## src/rtl/axis_uart_bridge_tx.sv

```systemverilog
// AXI-Stream to UART 8N1 serializer: each accepted N_BYTES word is sent as
// back-to-back frames, byte 0 first, each byte LSB-first.
module axis_uart_bridge_tx #(
   parameter int unsigned UART_SPEED = 115200,
   parameter int unsigned FREQ_HZ    = 100000000,
   parameter int unsigned N_BYTES    = 32
) (
   input  logic                   clk,
   input  logic                   resetn,
   input  logic [N_BYTES*8-1:0]   S_AXIS_TDATA,
   input  logic                   S_AXIS_TVALID,
   output logic                   S_AXIS_TREADY,
   output logic                   UART_TX,
   output logic                   BUSY
);

   localparam int unsigned BIT_PERIOD = FREQ_HZ / UART_SPEED;
   localparam int unsigned CNT_W      = (BIT_PERIOD < 2) ? 1 : $clog2(BIT_PERIOD);
   localparam int unsigned BI_W       = (N_BYTES < 2) ? 1 : $clog2(N_BYTES);
   localparam int unsigned DATA_W     = N_BYTES * 8;

   if (BIT_PERIOD < 2) begin : g_bad_cfg
      $error("axis_uart_bridge_tx: FREQ_HZ/UART_SPEED must be at least 2");
   end

   typedef enum logic [1:0] {S_IDLE, S_START, S_DATA, S_STOP} state_t;

   state_t              r_state, w_state;
   logic [CNT_W-1:0]    r_cnt, w_cnt;
   logic [2:0]          r_bit_idx, w_bit_idx;
   logic [BI_W-1:0]     r_byte_idx, w_byte_idx;
   logic [DATA_W-1:0]   r_shift, w_shift;
   logic [7:0]          r_byte, w_byte;
   logic                r_tready, w_tready;
   logic                r_busy, w_busy;
   logic                r_tx, w_tx;
   logic                w_cnt_done;

   assign S_AXIS_TREADY = r_tready;
   assign BUSY          = r_busy;
   assign UART_TX       = r_tx;

   // State and output registers; line level lags the state by one cycle.
   always_ff @(posedge clk or negedge resetn) begin
      if (!resetn) begin
         r_state    <= S_IDLE;
         r_cnt      <= '0;
         r_bit_idx  <= '0;
         r_byte_idx <= '0;
         r_shift    <= '0;
         r_byte     <= '0;
         r_tready   <= 1'b0;
         r_busy     <= 1'b0;
         r_tx       <= 1'b1;
      end else begin
         r_state    <= w_state;
         r_cnt      <= w_cnt;
         r_bit_idx  <= w_bit_idx;
         r_byte_idx <= w_byte_idx;
         r_shift    <= w_shift;
         r_byte     <= w_byte;
         r_tready   <= w_tready;
         r_busy     <= w_busy;
         r_tx       <= w_tx;
      end
   end

   // Next-state and output decode.
   always_comb begin
      w_state    = r_state;
      w_cnt      = r_cnt;
      w_bit_idx  = r_bit_idx;
      w_byte_idx = r_byte_idx;
      w_shift    = r_shift;
      w_byte     = r_byte;
      w_tready   = r_tready;
      w_busy     = r_busy;
      w_tx       = 1'b1;
      w_cnt_done = (r_cnt == CNT_W'(BIT_PERIOD - 1));

      case (r_state)
         S_IDLE: begin
            w_tready = 1'b1;
            w_busy   = 1'b0;
            w_cnt    = '0;
            if (r_tready && S_AXIS_TVALID) begin
               w_shift    = S_AXIS_TDATA;
               w_byte_idx = '0;
               w_tready   = 1'b0;
               w_busy     = 1'b1;
               w_state    = S_START;
            end
         end
         S_START: begin
            w_tx = 1'b0;
            if (w_cnt_done) begin
               w_cnt     = '0;
               w_byte    = r_shift[7:0];
               w_bit_idx = '0;
               w_state   = S_DATA;
            end else begin
               w_cnt = r_cnt + CNT_W'(1);
            end
         end
         S_DATA: begin
            w_tx = r_byte[r_bit_idx];
            if (w_cnt_done) begin
               w_cnt = '0;
               if (r_bit_idx == 3'd7) begin
                  w_state = S_STOP;
               end else begin
                  w_bit_idx = r_bit_idx + 3'd1;
               end
            end else begin
               w_cnt = r_cnt + CNT_W'(1);
            end
         end
         S_STOP: begin
            w_tx = 1'b1;
            if (w_cnt_done) begin
               w_cnt = '0;
               if (r_byte_idx < BI_W'(N_BYTES - 1)) begin
                  w_byte_idx = r_byte_idx + BI_W'(1);
                  w_shift    = r_shift >> 8;
                  w_state    = S_START;
               end else begin
                  w_tready = 1'b1;
                  w_busy   = 1'b0;
                  w_state  = S_IDLE;
               end
            end else begin
               w_cnt = r_cnt + CNT_W'(1);
            end
         end
         default: begin
            w_state = S_IDLE;
         end
      endcase
   end

endmodule

```

## config.mk

```make
export PLATFORM = sky130hd
export DESIGN_NAME = axis_uart_bridge_tx
export DESIGN_NICKNAME = d
export VERILOG_FILES = /design/src/rtl/axis_uart_bridge_tx.sv
export SDC_FILE = /design/constraint.sdc
export NUM_CORES = 1
export LEC_CHECK = 0
export CELL_PAD_IN_SITES_DETAIL_PLACEMENT = 1
export CELL_PAD_IN_SITES_GLOBAL_PLACEMENT = 1
export CORE_ASPECT_RATIO = 0.8
export CORE_MARGIN = 4
export CORE_UTILIZATION = 43
export DETAILED_ROUTE_END_ITERATION = 12
export PLACE_DENSITY = 0.83
export SYNTH_ARGS = -nofsm -noshare
export SYNTH_HDL_FRONTEND = slang
export SYNTH_SLANG_ARGS = --single-unit
```

## constraint.sdc

```tcl
create_clock -name clk -period 2.61 [get_ports clk]
set_input_delay 0.522 -clock clk [delete_from_list [all_inputs] [get_ports clk]]
set_output_delay 0.522 -clock clk [all_outputs]
set_load 0.02 [all_outputs]
```

==> impl_results.html <==
<table>
<tr><th>Metric</th><th>Value</th></tr>
<tr><th colspan="2">Floorplanning</th></tr>
<tr><td>Number of cell rows</td><td>between 50 and 60</td></tr>
<tr><td>Starting utilization of the core area</td><td>between 40% and 50%</td></tr>
<tr><td>Height of the chip</td><td>about 170 um</td></tr>
<tr><td>Total die area</td><td>roughly 36000 um2</td></tr>
<tr><td>Core Box Area</td><td>approximately 32000 um2</td></tr>
<tr><td>X dimension of the die</td><td>210 um</td></tr>
<tr><td>Number of I/O pins</td><td>around 260</td></tr>
<tr><th colspan="2">GRT</th></tr>
<tr><td>Maximum number of pins on one net before global-route repair</td><td>just over 70</td></tr>
<tr><td>Residual overflow from global routing</td><td>0</td></tr>
<tr><td>Number of antenna violations at the first check in global routing</td><td>1</td></tr>
<tr><td>Number of global-route vias before repair</td><td>around 10000</td></tr>
<tr><td>First-pass GRT wire length</td><td>56200 um</td></tr>
<tr><td>GRT Overall Usage</td><td>around a fifth</td></tr>
<tr><th colspan="2">Critical path</th></tr>
<tr><td>End of the worst register-to-register path</td><td>r_shift[102]</td></tr>
<tr><td>Worst Setup Start Kind</td><td>register</td></tr>
<tr><td>Worst reg2reg path startpoint</td><td>r_cnt[0]</td></tr>
<tr><td>Depth of the worst register-to-register path</td><td>7</td></tr>
<tr><td>CP Class</td><td>reg2reg</td></tr>
<tr><td>Crit Path Max Fanout</td><td>34</td></tr>
<tr><td>CP required</td><td>3.04 ns</td></tr>
<tr><td>Slack of the worst reg-to-reg path</td><td>between 0.1 and 0.15 ns</td></tr>
<tr><td>Critical path capture point type</td><td>register</td></tr>
<tr><td>CP Data Arrival Time</td><td>between 2 and 3 ns</td></tr>
<tr><th colspan="2">CTS</th></tr>
<tr><td>Max Root-Sink Buffers</td><td>3</td></tr>
<tr><td>Clock insertion delay at the later pin of the skew report</td><td>around 0.56 ns</td></tr>
<tr><td>CTS tree</td><td>built</td></tr>
<tr><td>Clk slew on worst S/H paths</td><td>around 0.06 ns</td></tr>
<tr><td>H-tree depth reported by CTS</td><td>1</td></tr>
<tr><td>Number of clock sinks</td><td>about 290</td></tr>
<tr><td>Number of buffers added by the clock tree synthesis step</td><td>30</td></tr>
<tr><td>CTS root buf</td><td>sky130_fd_sc_hd__clkbuf_16</td></tr>
<tr><th colspan="2">Yosys</th></tr>
<tr><td>Sequential area share after synthesis</td><td>51.0%</td></tr>
<tr><td>Warning count from the yosys run</td><td>0</td></tr>
<tr><td>Register bit total from synthesis</td><td>about 290</td></tr>
<tr><td>Synth area leader</td><td>sky130_fd_sc_hd__dfrtp_1</td></tr>
<tr><td>Synth Net Count</td><td>1240</td></tr>
<tr><td>Post-synthesis cell count</td><td>between 900 and 1000</td></tr>
<tr><td>Synth top area cells</td><td>sky130_fd_sc_hd__dfrtp_1, sky130_fd_sc_hd__mux2_2, sky130_fd_sc_hd__mux2_1, sky130_fd_sc_hd__buf_6, sky130_fd_sc_hd__clkbuf_1</td></tr>
<tr><td>Count of unique library cells instantiated by Yosys</td><td>42</td></tr>
<tr><td>Portion of synthesized cell area occupied by the leading cell type</td><td>~50%</td></tr>
<tr><td>Avg Synthesized Cell Area</td><td>between 10 and 15 um2</td></tr>
<tr><td>Area of the mapped netlist</td><td>14100 um2</td></tr>
<tr><th colspan="2">Timing</th></tr>
<tr><td>Slew at the pin closest to its max-slew limit</td><td>0.429 ns</td></tr>
<tr><td>Slew headroom</td><td>71.2%</td></tr>
<tr><td>Final-report hold violation count</td><td>0</td></tr>
<tr><td>Maximum achievable frequency</td><td>~400 MHz</td></tr>
<tr><td>Pins Over Slew Limit</td><td>0</td></tr>
<tr><td>Final setup viols</td><td>0</td></tr>
<tr><td>Worst clock skew</td><td>approximately 0.013 ns</td></tr>
<tr><td>Period utilisation layout</td><td>between 90% and 100%</td></tr>
<tr><td>Final worst path period need</td><td>approximately 2.5 ns</td></tr>
<tr><th colspan="2">Placed design</th></tr>
<tr><td>Final weighted congestion in routability-driven placement</td><td>around 0.76</td></tr>
<tr><td>Detailed placer's ending HPWL</td><td>~25000 um</td></tr>
<tr><td>Number of port buffers</td><td>roughly 260</td></tr>
<tr><th colspan="2">Power</th></tr>
<tr><td>Standby leakage power</td><td>about 0.0077 uW</td></tr>
<tr><td>Total power per unit cell area</td><td>1140 nW/um2</td></tr>
<tr><td>Worst IR Drop VDD</td><td>between 0.5 and 0.6 mV</td></tr>
<tr><td>Overall power after layout</td><td>between 20000 and 25000 uW</td></tr>
<tr><th colspan="2">Drt</th></tr>
<tr><td>Routed vias</td><td>~8800</td></tr>
<tr><td>Final wirelength</td><td>35800 um</td></tr>
<tr><td>Drt pass-1 iters</td><td>4</td></tr>
<tr><td>Residual antenna-violating net count after detailed routing</td><td>0</td></tr>
<tr><td>Wire per inst</td><td>between 20 and 25 um</td></tr>
<tr><td>Iter 0 DRT Violations</td><td>~280</td></tr>
<tr><td>Via-per-instance ratio</td><td>about 5.2</td></tr>
<tr><td>Residual DRC count</td><td>0</td></tr>
<tr><th colspan="2">Cells and area</th></tr>
<tr><td>Antenna cell count</td><td>0</td></tr>
<tr><td>Area Growth Syn to Fin</td><td>31.9%</td></tr>
<tr><td>Share of post-route cells with drive strength above 1</td><td>about a third</td></tr>
<tr><td>Total Nets Final</td><td>approximately 1500</td></tr>
<tr><td>Share of the core filled with cells</td><td>58.3%</td></tr>
<tr><th colspan="2">Hold path</th></tr>
<tr><td>HP Class</td><td>in2async</td></tr>
<tr><th colspan="2">Outcome</th></tr>
<tr><td>Status</td><td>completed</td></tr>
<tr><th colspan="2">Job</th></tr>
<tr><td>Number of max-cap violations</td><td>0</td></tr>
</table>
==> power by group <==
group / leakage (uW) / switching (uW) / internal (uW)
sequential: 0.00346 / 1130 / 6640
clock: 0.000552 / 1790 / 3030
combinational: 0.00365 / 3470 / 5040
==> routing by layer <==
| metal | routed length, um | part of all wire (%) | global-route usage [%] |
|---|---|---|---|
| met5 | 20 | 0.056 | 0 |
| met2 | 18000 | 50 | 34.4 |
| met3 | 1290 | 3.6 | 3.24 |
| met4 | 685 | 1.9 | 4.06 |
| met1 | 15800 | 44 | 26.2 |
==> layout make-up <==
type,instances,area [um2]
sequential,287,7190
clock buffer,45,928
multi-input combinational,618,6530
clock inverter,10,205
fill,2996,13300
timing repair buffer,305,3180
tap,420,526
inverter,7,26.3
==> cells by family (layout without fill, tap and decap cells) <==
logic type | count (synthesis) | after routing | share of synthesized area (%)
buffers and inverters | 67 | 367 | 2.73
AOI/OAI and AO/OA | 26 | 26 | 1.39
DFF | 287 | 287 | 51.0
muxes | 518 | 518 | 41.5
adders and majority gates | 9 | 9 | 0.799
xor gates and xnor gates | 8 | 8 | 0.497
and+or+nand+nor | 57 | 57 | 2.05
==> worst max path at each step <==
stage	slack [ns]	end	cells after the start	from
2_1_floorplan	0.25	r_shift[100]	7	r_cnt[4]
3_3_place_gp	0.13	r_shift[119]	7	S_AXIS_TVALID
3_5_place_dp	0.06	r_shift[114]	7	S_AXIS_TVALID
4_1_cts	0.06	r_shift[121]	7	r_cnt[0]
5_1_grt	-0.003	r_shift[102]	6	r_cnt[4]
6_report	0.12	r_shift[102]	7	r_cnt[0]
==> stage by stage <==
stage / std cells / hold WS (ns) / setup TNS (ns) / area, um2 / setup slack (ns)
floorplan: 972 / 0.226 / 0 / 14100 / 0.248
CTS: 1690 / 0.417 / 0 / 18500 / 0.0646
global placement: 1634 / 0.418 / 0 / 17400 / 0.128
global route: 1692 / 0.447 / -0.00310 / 18600 / -0.00310
detailed placement: 1634 / 0.420 / 0 / 17400 / 0.0637
finish: 1692 / 0.433 / 0 / 18600 / 0.119
==> critical path: stages, from the launching register on <==
cell	delay, ns
sky130_fd_sc_hd__dfrtp_1	0.37
sky130_fd_sc_hd__ha_1	0.25
sky130_fd_sc_hd__nand2b_1	0.09
sky130_fd_sc_hd__or4_1	0.60
sky130_fd_sc_hd__o21ai_4	0.25
sky130_fd_sc_hd__buf_12	0.21
sky130_fd_sc_hd__buf_16	0.22
sky130_fd_sc_hd__mux2_1	0.35
==> synthesized netlist by cell type <==
cell	instances
sky130_fd_sc_hd__a211oi_1	1
sky130_fd_sc_hd__a21bo_2	1
sky130_fd_sc_hd__a21boi_0	1
sky130_fd_sc_hd__a21oi_1	1
sky130_fd_sc_hd__a22o_1	1
sky130_fd_sc_hd__a22oi_1	2
sky130_fd_sc_hd__a2bb2oi_1	2
sky130_fd_sc_hd__a31oi_1	5
sky130_fd_sc_hd__and2_1	1
sky130_fd_sc_hd__and3_1	2
sky130_fd_sc_hd__buf_2	7
sky130_fd_sc_hd__buf_4	11
sky130_fd_sc_hd__buf_6	11
sky130_fd_sc_hd__clkbuf_1	31
sky130_fd_sc_hd__dfrtp_1	286
sky130_fd_sc_hd__dfstp_2	1
sky130_fd_sc_hd__ha_1	9
sky130_fd_sc_hd__inv_1	7
sky130_fd_sc_hd__mux2_1	196
sky130_fd_sc_hd__mux2_2	317
sky130_fd_sc_hd__mux2i_1	3
sky130_fd_sc_hd__mux4_2	2
sky130_fd_sc_hd__nand2_1	9
sky130_fd_sc_hd__nand2b_1	4
sky130_fd_sc_hd__nand3_1	7
sky130_fd_sc_hd__nand4_1	1
sky130_fd_sc_hd__nor2_1	13
sky130_fd_sc_hd__nor2b_1	10
sky130_fd_sc_hd__nor3_1	4
sky130_fd_sc_hd__nor4_1	2
sky130_fd_sc_hd__o211ai_1	2
sky130_fd_sc_hd__o21ai_0	4
sky130_fd_sc_hd__o21ai_4	1
sky130_fd_sc_hd__o22ai_1	1
sky130_fd_sc_hd__o2bb2ai_1	2
sky130_fd_sc_hd__o31a_1	1
sky130_fd_sc_hd__o41ai_1	1
sky130_fd_sc_hd__or2_2	1
sky130_fd_sc_hd__or3_1	2
sky130_fd_sc_hd__or4_1	1
sky130_fd_sc_hd__xnor2_1	6
sky130_fd_sc_hd__xor2_1	2
==> placed cells by master, fill, tap and decap left out, types with 5 or more instances in the layout <==
cell	instances
sky130_fd_sc_hd__a31oi_1	5
sky130_fd_sc_hd__buf_12	15
sky130_fd_sc_hd__buf_4	26
sky130_fd_sc_hd__bufinv_16	6
sky130_fd_sc_hd__clkbuf_16	32
sky130_fd_sc_hd__clkbuf_8	10
sky130_fd_sc_hd__clkdlybuf4s50_1	260
sky130_fd_sc_hd__dfrtp_1	284
sky130_fd_sc_hd__ha_1	8
sky130_fd_sc_hd__inv_1	7
sky130_fd_sc_hd__mux2_1	196
sky130_fd_sc_hd__mux2_2	317
sky130_fd_sc_hd__nand2_1	9
sky130_fd_sc_hd__nand3_1	7
sky130_fd_sc_hd__nor2_1	13
sky130_fd_sc_hd__nor2b_1	10
sky130_fd_sc_hd__xnor2_1	6
==> registers in the layout (all words and copies together), names as in the netlist <==
register and count:
r_cnt 10, r_byte 8, r_bit_idx 3, r_state 2
r_shift 256, r_byte_idx 5, S_AXIS_TREADY 1, BUSY 1
UART_TX 1
==> timing repair <==
item | in CTS | in global routing
endpoints found under the setup margin | 0 | 73
hold buffers | 1 | 0
endpoints found under the hold margin | 30 | 0
gates resized for setup | 0 | 3
setup buffers | 0 | 1
Note: power is estimated with default switching activity, not from simulation.
